==> src/rtl/adder_seq_pkg.sv <==
// rtl/adder_seq_pkg.sv - shared state encoding, mode codes and widths for the nibble-sequenced adder
package adder_seq_pkg;

    typedef enum logic [1:0] {
        ST_IDLE = 2'd0,
        ST_LO   = 2'd1,
        ST_HI   = 2'd2,
        ST_DONE = 2'd3
    } state_t;

    localparam logic MODE_ADD = 1'b0;
    localparam logic MODE_SUB = 1'b1;

    localparam int WIDTH_DEF = 8;
    localparam int NIB_DEF   = 4;

endpackage

==> src/rtl/nibble_adder.sv <==
// rtl/nibble_adder.sv - combinational NIB-bit adder with carry in/out
module nibble_adder
    import adder_seq_pkg::*;
#(
    parameter int NIB = NIB_DEF
) (
    input  logic [NIB-1:0] a,
    input  logic [NIB-1:0] b,
    input  logic           cin,
    output logic [NIB-1:0] s,
    output logic           cout
);

    assign {cout, s} = {1'b0, a} + {1'b0, b} + {{NIB{1'b0}}, cin};

endmodule

==> src/rtl/adder_arbiter_seq.sv <==
// rtl/adder_arbiter_seq.sv - round-robin sharing of one nibble adder for 8-bit add/sub, two passes per op
module adder_arbiter_seq
    import adder_seq_pkg::*;
#(
    parameter int WIDTH = WIDTH_DEF,
    parameter int NIB   = NIB_DEF
) (
    input  logic             clk,
    input  logic             rst_n,
    input  logic [1:0]       req,
    input  logic [WIDTH-1:0] a0,
    input  logic [WIDTH-1:0] b0,
    input  logic             m0,
    input  logic [WIDTH-1:0] a1,
    input  logic [WIDTH-1:0] b1,
    input  logic             m1,
    output logic [1:0]       gnt,
    output logic [1:0]       done,
    output logic [WIDTH-1:0] result,
    output logic             cout,
    output logic             ovf,
    output logic             busy
);

    state_t           state;
    logic             last;
    logic             w_r;
    logic [WIDTH-1:0] a_r;
    logic [WIDTH-1:0] beff_r;
    logic             m_r;
    logic [NIB-1:0]   s_lo;
    logic             c_r;

    logic             win;
    logic [WIDTH-1:0] a_sel;
    logic [WIDTH-1:0] b_sel;
    logic             m_sel;

    logic [NIB-1:0]   nib_a;
    logic [NIB-1:0]   nib_b;
    logic             nib_cin;
    logic [NIB-1:0]   nib_s;
    logic             nib_c;

    // On a tie the requester not served last wins; a single request wins outright.
    always_comb begin
        win = 1'b0;
        if (req == 2'b11)
            win = ~last;
        else
            win = req[1];
        a_sel = win ? a1 : a0;
        b_sel = win ? b1 : b0;
        m_sel = win ? m1 : m0;
    end

    // Low pass seeds the carry with the mode bit (two's complement +1 for subtract).
    always_comb begin
        nib_a   = '0;
        nib_b   = '0;
        nib_cin = 1'b0;
        if (state == ST_LO) begin
            nib_a   = a_r[NIB-1:0];
            nib_b   = beff_r[NIB-1:0];
            nib_cin = m_r;
        end else begin
            nib_a   = a_r[WIDTH-1:NIB];
            nib_b   = beff_r[WIDTH-1:NIB];
            nib_cin = c_r;
        end
    end

    nibble_adder #(.NIB(NIB)) u_nib (
        .a    (nib_a),
        .b    (nib_b),
        .cin  (nib_cin),
        .s    (nib_s),
        .cout (nib_c)
    );

    always_ff @(posedge clk) begin
        if (!rst_n) begin
            state  <= ST_IDLE;
            gnt    <= '0;
            done   <= '0;
            result <= '0;
            cout   <= 1'b0;
            ovf    <= 1'b0;
            busy   <= 1'b0;
            last   <= 1'b1;
            w_r    <= 1'b0;
            a_r    <= '0;
            beff_r <= '0;
            m_r    <= MODE_ADD;
            s_lo   <= '0;
            c_r    <= 1'b0;
        end else begin
            case (state)
                ST_IDLE: begin
                    done <= '0;
                    if (req != 2'b00) begin
                        w_r    <= win;
                        a_r    <= a_sel;
                        beff_r <= (m_sel == MODE_SUB) ? ~b_sel : b_sel;
                        m_r    <= m_sel;
                        gnt    <= win ? 2'b10 : 2'b01;
                        busy   <= 1'b1;
                        state  <= ST_LO;
                    end
                end
                ST_LO: begin
                    s_lo  <= nib_s;
                    c_r   <= nib_c;
                    state <= ST_HI;
                end
                ST_HI: begin
                    result <= {nib_s, s_lo};
                    cout   <= nib_c;
                    ovf    <= (a_r[WIDTH-1] == beff_r[WIDTH-1]) && (nib_s[NIB-1] != a_r[WIDTH-1]);
                    done   <= w_r ? 2'b10 : 2'b01;
                    last   <= w_r;
                    state  <= ST_DONE;
                end
                ST_DONE: begin
                    done  <= '0;
                    gnt   <= '0;
                    busy  <= 1'b0;
                    state <= ST_IDLE;
                end
                default: begin
                    done  <= '0;
                    gnt   <= '0;
                    busy  <= 1'b0;
                    state <= ST_IDLE;
                end
            endcase
        end
    end

endmodule

==> config.mk <==
export PLATFORM = sky130hd
export DESIGN_NAME = adder_arbiter_seq
export DESIGN_NICKNAME = d
export VERILOG_FILES = /design/src/rtl/adder_seq_pkg.sv /design/src/rtl/nibble_adder.sv /design/src/rtl/adder_arbiter_seq.sv
export SDC_FILE = /design/constraint.sdc
export NUM_CORES = 1
export LEC_CHECK = 0
export ABC_AREA = 1
export BUFFER_PORTS_ARGS = -buffer_cell sky130_fd_sc_hd__clkbuf_2
export CAP_MARGIN = 20
export CORE_UTILIZATION = 30
export DETAILED_ROUTE_END_ITERATION = 8
export PLACE_DENSITY = 0.54
export SLEW_MARGIN = 30
export SYNTH_ARGS = -nofsm -noshare
export SYNTH_HDL_FRONTEND = slang
export SYNTH_HIERARCHICAL = 1
export SYNTH_SLANG_ARGS = --single-unit
==> constraint.sdc <==
create_clock -name clk -period 5.8 [get_ports clk]
set_input_delay 1.16 -clock clk [delete_from_list [all_inputs] [get_ports clk]]
set_output_delay 1.16 -clock clk [all_outputs]
set_load 0.005 [all_outputs]
==> After elaboration in Yosys (flattened, before gate mapping) <==
Cells that the tools add are included.
{ "totals": {"regBits": 41, "in_bits": 38, "elab_cells": 50} }
{ "classes": {"add_sub_neg": 2, "n_eq_ne": 7, "mux": 17, "bitwise": 2, "n_reduce_logical": 8} }
{ "op_table": {"columns": ["operator", "count"], "rows": [
  ["$mux W8", 3],
  ["$mux W2", 4],
  ["$mux W4", 2],
  ["$not A8 Y8", 1],
  ["$pmux W2 S2", 2],
  ["$pmux W2 S4", 1],
  ["$eq A2 B2 Y1 const B", 3],
  ["$reduce_bool A2 Y1", 3],
  ["$add A4 B4 Y5", 1],
  ["$add A5 B1 Y5", 1],
  ["$mux W1", 4],
  ["$reduce_and A2 Y1", 2],
  ["$eq A2 B1 Y1 const B", 1],
  ["$logic_not A2 Y1", 1],
  ["$ne A2 B2 Y1 const B", 1],
  ["$pmux W1 S2", 1],
  ["$reduce_or A2 Y1", 1],
  ["$eq A1 B1 Y1", 1],
  ["$logic_and A1 B1 Y1", 1],
  ["$ne A1 B1 Y1", 1],
  ["$not A1 Y1", 1]
]} }

==> Logic depth before layout (Yosys ltp) <==
Gate-level depths: netlist of run 1.
{ "depth": {"ltp_word": 6, "depth_mapped": 14, "depth_no_buf": 14} }

==> Modules after synthesis <==
Netlist of run 1, hierarchy kept.
{ "modules_own_cells": {"columns": ["mod", "n_inst", "cells_per_inst", "area_per_inst_um2", "seq_area_each_um2"], "rows": [
  ["adder_arbiter_seq", 1, 337, 2202.1, 820.8],
  ["nibble_adder", 1, 25, 165.2, 0.0]
]} }

==> Worst setup path after synthesis of run 1 <==
No wires, ideal clock.
{ "synth_timing": {"path_type": "register -> register", "startpoint": "reg state[1]", "endpoint": "reg result[5]", "setup_ns": 0.065, "arrival_ns": 2.077, "t_required_ns": 5.735, "path_slack_ns": 3.658, "path_stages_with_launch": 12, "n_path_buf": 1, "cell_sequence": "dfxtp_1 -> inv_1 -> ha_1 -> clkbuf_1 -> nand2_1 -> o21ai_0 -> fa_1 -> inv_1 -> fa_1 -> inv_1 -> nor2_1 -> nor2_1"} }
{ "synth_between": {"elab_chain_len": 4} }
{ "synth_rtl": {"columns": ["item", "line_no", "text"], "rows": [
  ["start: declaration", "adder_arbiter_seq.sv:25", "state_t state;"],
  ["start signal: assignment", "adder_arbiter_seq.sv:83", "state <= ST_IDLE;"],
  ["start signal: assignment", "adder_arbiter_seq.sv:108", "state <= ST_LO;"],
  ["start signal: assignment", "adder_arbiter_seq.sv:114", "state <= ST_HI;"],
  ["$eq A2 B1 Y1", "adder_arbiter_seq.sv:62", "if (state == ST_LO) begin"],
  ["$mux W4", "adder_arbiter_seq.sv:62", null],
  ["via nib_b[0]", "adder_arbiter_seq.sv:40", "logic [NIB-1:0] nib_b;"],
  ["$add A4 B4 Y5", "nibble_adder.sv:14", "assign {cout, s} = {1'b0, a} + {1'b0, b} + {{NIB{1'b0}}, cin};"],
  ["$add A5 B1 Y5", "nibble_adder.sv:14", null],
  ["via nib_s[1]", "adder_arbiter_seq.sv:42", "logic [NIB-1:0] nib_s;"],
  ["end signal: assignment", "adder_arbiter_seq.sv:117", "result <= {nib_s, s_lo};"],
  ["end: declaration", "adder_arbiter_seq.sv:19", "output logic [WIDTH-1:0] result,"]
]} }
The timed path passes the listed nets, and every way through them passes these cells.
A chain may end at the register's enable or synchronous reset.

==> Worst setup path in the final report of run 1 <==
{ "layout_timing": {"startpoint": "reg state[1]", "endpoint": "reg result[5]"} }
{ "layout_between": {"elab_chain_len": 4} }
{ "layout_rtl": {"columns": ["item", "line_no", "text"], "rows": [
  ["$eq A2 B1 Y1", "adder_arbiter_seq.sv:62", null],
  ["$mux W4", "adder_arbiter_seq.sv:62", null],
  ["via nib_a[0]", "adder_arbiter_seq.sv:39", "logic [NIB-1:0] nib_a;"],
  ["$add A4 B4 Y5", "nibble_adder.sv:14", null],
  ["$add A5 B1 Y5", "nibble_adder.sv:14", null],
  ["via nib_s[1]", "adder_arbiter_seq.sv:42", null]
]} }
The timed path passes the listed nets, and every way through them passes these cells.

==> results of run 1 <==
[per-layer routing]
| layer | track usage, % | part of all wire [%] | vias to the layer above |
|---|---|---|---|
| met4 | 4.37 | 1.3 | 0 |
| met3 | 3.54 | 4.4 | 7 |
| met5 | 0 | 0 | - |
| met1 | 17.7 | 49 | 987 |
| li1 | - | - | 1215 |
| met2 | 22.9 | 45 | 39 |
[registers in the layout (all words and copies together), names as in the netlist]
name / cells
a_r: 8
beff_r: 8
result: 8
s_lo: 4
done: 2
gnt: 2
state: 2
busy: 1
c_r: 1
cout: 1
last: 1
m_r: 1
ovf: 1
w_r: 1
[area by class of cell]
class / instances / area [um^2] / share of cell area (%)
clock buffer: 7 / 96.3 / 3.51
clock inverter: 1 / 5.00 / 0.182
multi-input combinational: 256 / 1250 / 45.6
timing repair buffer: 52 / 260 / 9.48
sequential: 41 / 821 / 29.9
tap: 102 / 128 / 4.65
inverter: 49 / 184 / 6.70
[kinds of logic after synthesis]
| logic type | synth area share, % |
|---|---|
| AOI/OAI and AO/OA | 13.6 |
| and+or+nand+nor | 32.9 |
| DFF | 34.7 |
| adders and majority gates | 5.92 |
| buffers and inverters | 12.5 |
| xor gates and xnor gates | 0.370 |
[critical path: stages, from the launching register on]
cell and delay [ns]:
dfxtp_1 0.34, inv_1 0.11, ha_1 0.56, inv_1 0.25, nand2_1 0.11, nand2_1 0.07
fa_1 0.46, inv_1 0.09, fa_1 0.40, inv_1 0.08, nor2_1 0.05, nor2_1 0.10
[cells in the mapped netlist (2+ instances only)]
master | number | area, um^2
nand2_4 | 4 | 45.0
clkbuf_8 | 2 | 27.5
buf_2 | 2 | 10.0
nor2_1 | 42 | 158
o21ai_1 | 2 | 10.0
a21oi_1 | 22 | 110
inv_1 | 46 | 173
buf_6 | 2 | 22.5
nand3_1 | 32 | 160
clkbuf_1 | 8 | 30.0
o21ai_0 | 30 | 150
dfxtp_1 | 41 | 821
fa_1 | 2 | 40.0
nand2_2 | 3 | 18.8
o21ai_2 | 3 | 26.3
ha_1 | 8 | 100
inv_2 | 3 | 11.3
nand2_1 | 102 | 383
[power by group through the flow]
stage          Clock (mW)  Combinational [mW]  Sequential [mW]
2_1_floorplan           0               0.450            0.437
3_3_place_gp            0               0.574            0.445
3_5_place_dp            0               0.580            0.446
4_1_cts             0.213               0.585            0.440
5_1_grt             0.225               0.671            0.453
6_report            0.205               0.576            0.438
[worst paths after layout]
check            from   endpoint  slack (ns)  depth (start not counted)
min               c_r        c_r        0.47                          2
max reg2reg  state[1]  result[5]        3.13                         11
max          state[1]  result[5]        3.13                         11
min reg2reg       c_r        c_r        0.47                          2
==> flow_summary.json, run 1 <==
{
  "core_um2": 7690,
  "clk_latency_ns": 0.29,
  "syn_inst": 362,
  "cp_data_arrival_time_ns": 2.90,
  "layout.nets": 453,
  "drive_gt1_share_pct": 18.2,
  "viasPerCell": 4.43,
  "drc_errors": 0,
  "ys_async_sr_fraction_pct": 0,
  "netSwitchingFraction_pct": 42.4,
  "hold_path_class": "reg -> reg",
  "vias": 2248,
  "fin_crit_sh_pct": 46.0,
  "power.density_nw_per_um2": 444,
  "die_area_um2": 8250,
  "p_switching_mw": 0.516,
  "mostFrequentLayoutCell": "nand2_1",
  "ys.flop_type": "dfxtp_1",
  "hold_buffers": 0,
  "cp-start-kind": "register",
  "cts_buffers": 5,
  "initial_core_util_pct": 30.8,
  "clock-sinks": 41,
  "die_w_um": 90.8,
  "skew_ns": 0.00445,
  "fin_ws_ns": 3.13,
  "grt.total_usage_pct": 13.9,
  "yosysWarningCount": 6,
  "yosysSeqAreaShare_pct": 34.7,
  "fin_area_um2": 2740,
  "place_congestion": 0.807,
  "root_buffer": "clkbuf_8",
  "dp_slack_ns": 3.13,
  "grt_pass1_wl_um": 9420,
  "fill_cells": 873,
  "cp-end-kind": "register",
  "grt_max_degree": 33,
  "cp.required_ns": 6.03,
  "area_delta_synth_final_pct": 15.9,
  "grt-ovfl-total": 0,
  "p_leak_nw": 1.48,
  "internal_power_mw": 0.703,
  "slew_headroom_pct": 59.2,
  "cts_tree": "yes",
  "whs_ns": 0.473,
  "clk_transition_reported_paths_ns": 0.08,
  "avgSynthCellArea_um2": 6.54,
  "final_cell_mix": "nand2_1 (102), clkbuf_2 (52), inv_1 (46), nor2_1 (42), dfxtp_1 (41)",
  "syn-num-nets": 410,
  "synth_edf_count": 0,
  "fin_cells": 508,
  "synth_cell_types": 26,
  "outcome": "complete, no violations",
  "ioPinCount": 53,
  "postPlaceCellArea_um2": 2640,
  "cts.path.max_buffers": 2,
  "cts_resized": 0,
  "first_pass_iters": 4,
  "portBuffers": 52,
  "post_cts_buffers": 0,
  "setup_viol": 0,
  "max_freq_ghz": 0.375,
  "period_minus_slack_ns": 2.67,
  "cp_max_fo": 21,
  "dieHeight_um": 90.8,
  "rows": 32,
  "grt_pass1_vias": 2104,
  "grt_antenna_before_repair": 0,
  "combPwrFrac_pct": 47.2,
  "drv_cap": 0,
  "dp.final_hpwl_um": 3830,
  "pwr-share-seq_pct": 35.9,
  "p_clk_share_pct": 16.8,
  "routed_wl_um": 5260,
  "final_util_pct": 35.7,
  "rsz0062_at_grt": "false",
  "cts_htree_levels": 2,
  "finalHoldViolations": 0,
  "power_mw": 1.22,
  "syn_area_um2": 2370,
  "tns_ns": 0,
  "ir_worst_vdd_mv": 0.129,
  "worstMarginPinSlew_ns": 0.612,
  "antenna_left": 0,
  "ys_ff_latch": 41,
  "worst-setup-path-type": "reg -> reg",
  "wire_per_inst_um": 10.3,
  "placedCellCount": 500,
  "maxSlewViolCount": 0,
  "drtIter0Drc": 81,
  "insertedDiodeCount": 0
}
No activity file was read; power rests on OpenSTA's default activity.
==> run 2: changes to the inputs <==
PLACE_DENSITY = 0.56   (was 0.54)
clock period = 2.3 ns   (was 5.8 ns; I/O delays follow)
==> run 2 against run 1 <==
Compared with the run above: clock power up 130%; sequential share of layout area fell by 0.82 points; non-clock buffer count is 7 higher; largest cell class unchanged; largest power group unchanged; critical path type unchanged; highest routed layer unchanged.
==> flow_summary.json, run 2 (same netlist as run 1, synthesis figures left out) <==
{
  "multi_input_area_um2": 1280,
  "drv_cap": 0,
  "initial_core_util_pct": 30.8,
  "rr_startpoint": "state[1]",
  "period_minus_slack_ns": 2.10,
  "layout.nets": 460,
  "r2r.worst_path.cells": 11,
  "slew_headroom_pct": 67.5,
  "cp-end-kind": "register",
  "crit_buf_inv": 4,
  "grt_pass1_wl_um": 9670,
  "maxSlewViolCount": 0,
  "finalHoldViolations": 0,
  "skew_ns": 0.00894,
  "rsz0062_at_grt": "false",
  "area_delta_synth_final_pct": 19.2,
  "grt.total_usage_pct": 14.3,
  "grt_max_degree": 31,
  "fin_cells": 515,
  "core_um2": 7690,
  "fin_crit_sh_pct": 91.2,
  "r2r_slack_ns": 0.20,
  "drc_errors": 0,
  "setup_viol": 0,
  "cts_htree_levels": 2,
  "seq_area_um2": 821,
  "antenna_left": 0,
  "die_area_um2": 8250,
  "root_buffer": "clkbuf_8",
  "placedCellCount": 507,
  "insertedDiodeCount": 0,
  "cp-start-kind": "register",
  "hp-start": "a1[0]",
  "ir_worst_vdd_mv": 0.373,
  "cp_data_arrival_time_ns": 2.34,
  "worstMarginPinSlew_ns": 0.487,
  "p_leak_nw": 1.51,
  "portBuffers": 52,
  "path_depth": 11,
  "drive_gt1_share_pct": 21.3,
  "die_w_um": 90.8,
  "hold_path_class": "in -> reg",
  "first_pass_iters": 4,
  "final_cell_mix": "nand2_1 (102), clkbuf_2 (52), inv_1 (45), nor2_1 (42), dfxtp_1 (41)",
  "fin_ws_ns": 0.202,
  "tns_ns": 0,
  "final_util_pct": 36.7,
  "fill_cells": 883,
  "mostFrequentLayoutCell": "nand2_1",
  "place_congestion": 0.760,
  "hold_path_end": "a_r[0]",
  "cts.path.max_buffers": 2,
  "cp_cell_sequence": "inv_1 -> ha_4 -> buf_4 -> nand2_1 -> o21ai_0 -> fa_2 -> inv_1 -> fa_2 -> inv_1 -> nor2_1 -> nor2_1",
  "dp.final_hpwl_um": 4000,
  "crit_top_cell": "inv_1",
  "global_route.usage.met2_pct": 23.9,
  "hold_depth": 3,
  "grt_antenna_before_repair": 0,
  "busiest_layer": "met2",
  "worst-setup-path-type": "reg -> reg",
  "drtIter0Drc": 95,
  "dieHeight_um": 90.8,
  "power_mw": 3.17,
  "cp.required_ns": 2.54,
  "rows": 32,
  "ioPinCount": 53,
  "clock-sinks": 41,
  "outcome": "complete, no violations",
  "crit_family": "adder cells",
  "grt_pass1_vias": 2228,
  "clk_latency_ns": 0.30,
  "max_freq_ghz": 0.477,
  "routed_wl_um": 5400,
  "cts_buffers": 5,
  "viasPerCell": 4.36,
  "cts_tree": "yes",
  "worstReg2RegEnd": "result[5]",
  "use_met1_pct": 17.7,
  "clk_transition_reported_paths_ns": 0.09,
  "wire_per_inst_um": 10.5,
  "hold_buffers": 0,
  "dp_slack_ns": 0.112,
  "met3_usage_pct": 4.04,
  "cp_max_fo": 5,
  "vias": 2245,
  "reg.largest.list": "a_r: 8 flops, beff_r: 8 flops, result: 8 flops",
  "power.density_nw_per_um2": 1130,
  "grt-ovfl-total": 0,
  "slowest_delay_ns": 0.42,
  "critPathSlowestCell": "fa_2"
}
[run 2: cell type report]
type / instances / share of cell area (%)
clock buffer: 5 / 2.44
clock inverter: 3 / 0.798
inverter: 49 / 6.52
multi-input combinational: 256 / 45.4
sequential: 41 / 29.1
tap: 102 / 4.52
timing repair buffer: 59 / 11.2
[run 2: where the power goes]
group,internal [mW],switching [mW],total [mW],leakage (nW)
Clock,0.213,0.261,0.474,0.0364
Combinational,0.624,0.975,1.60,1.14
Sequential,0.971,0.131,1.10,0.338
[run 2: through the flow]
stage,hold slack (ns),cell area [um^2]
6_report,0.389,2820
5_1_grt,0.388,2820
4_1_cts,0.390,2790
3_5_place_dp,0.467,2700
3_3_place_gp,0.464,2700
2_1_floorplan,0.447,2370
[run 2: worst max-delay path by stage]
stage	slack, ns	end	startpoint
after global placement	0.16	result[5]	state[1]
after global routing	0.04	ovf	state[1]
after CTS	0.09	c_r	state[1]
after detailed placement	0.11	c_r	state[1]
after floorplan	0.16	result[5]	state[1]
final	0.20	result[5]	state[1]
[run 2: tightest hold or removal path: cells and delay by family]
family	cells	cell delay [ns]
and+or+nand+nor	1	0.07
AOI/OAI and AO/OA	1	0.05
buffers and inverters	1	0.07
[run 2: repair_timing]
action,4_1_cts,5_1_grt
endpoints found under the hold margin,0,0
setup buffers,0,0
endpoints found under the setup margin,0,7
resized for setup,0,11
[run 2: layer usage]
layer | share of wire (%) | vias up | wire, um
li1 | - | 1226 | -
met1 | 50 | 970 | 2700
met2 | 44 | 44 | 2390
met3 | 4.7 | 5 | 253
met4 | 1.1 | 0 | 59
met5 | 0 | - | 0
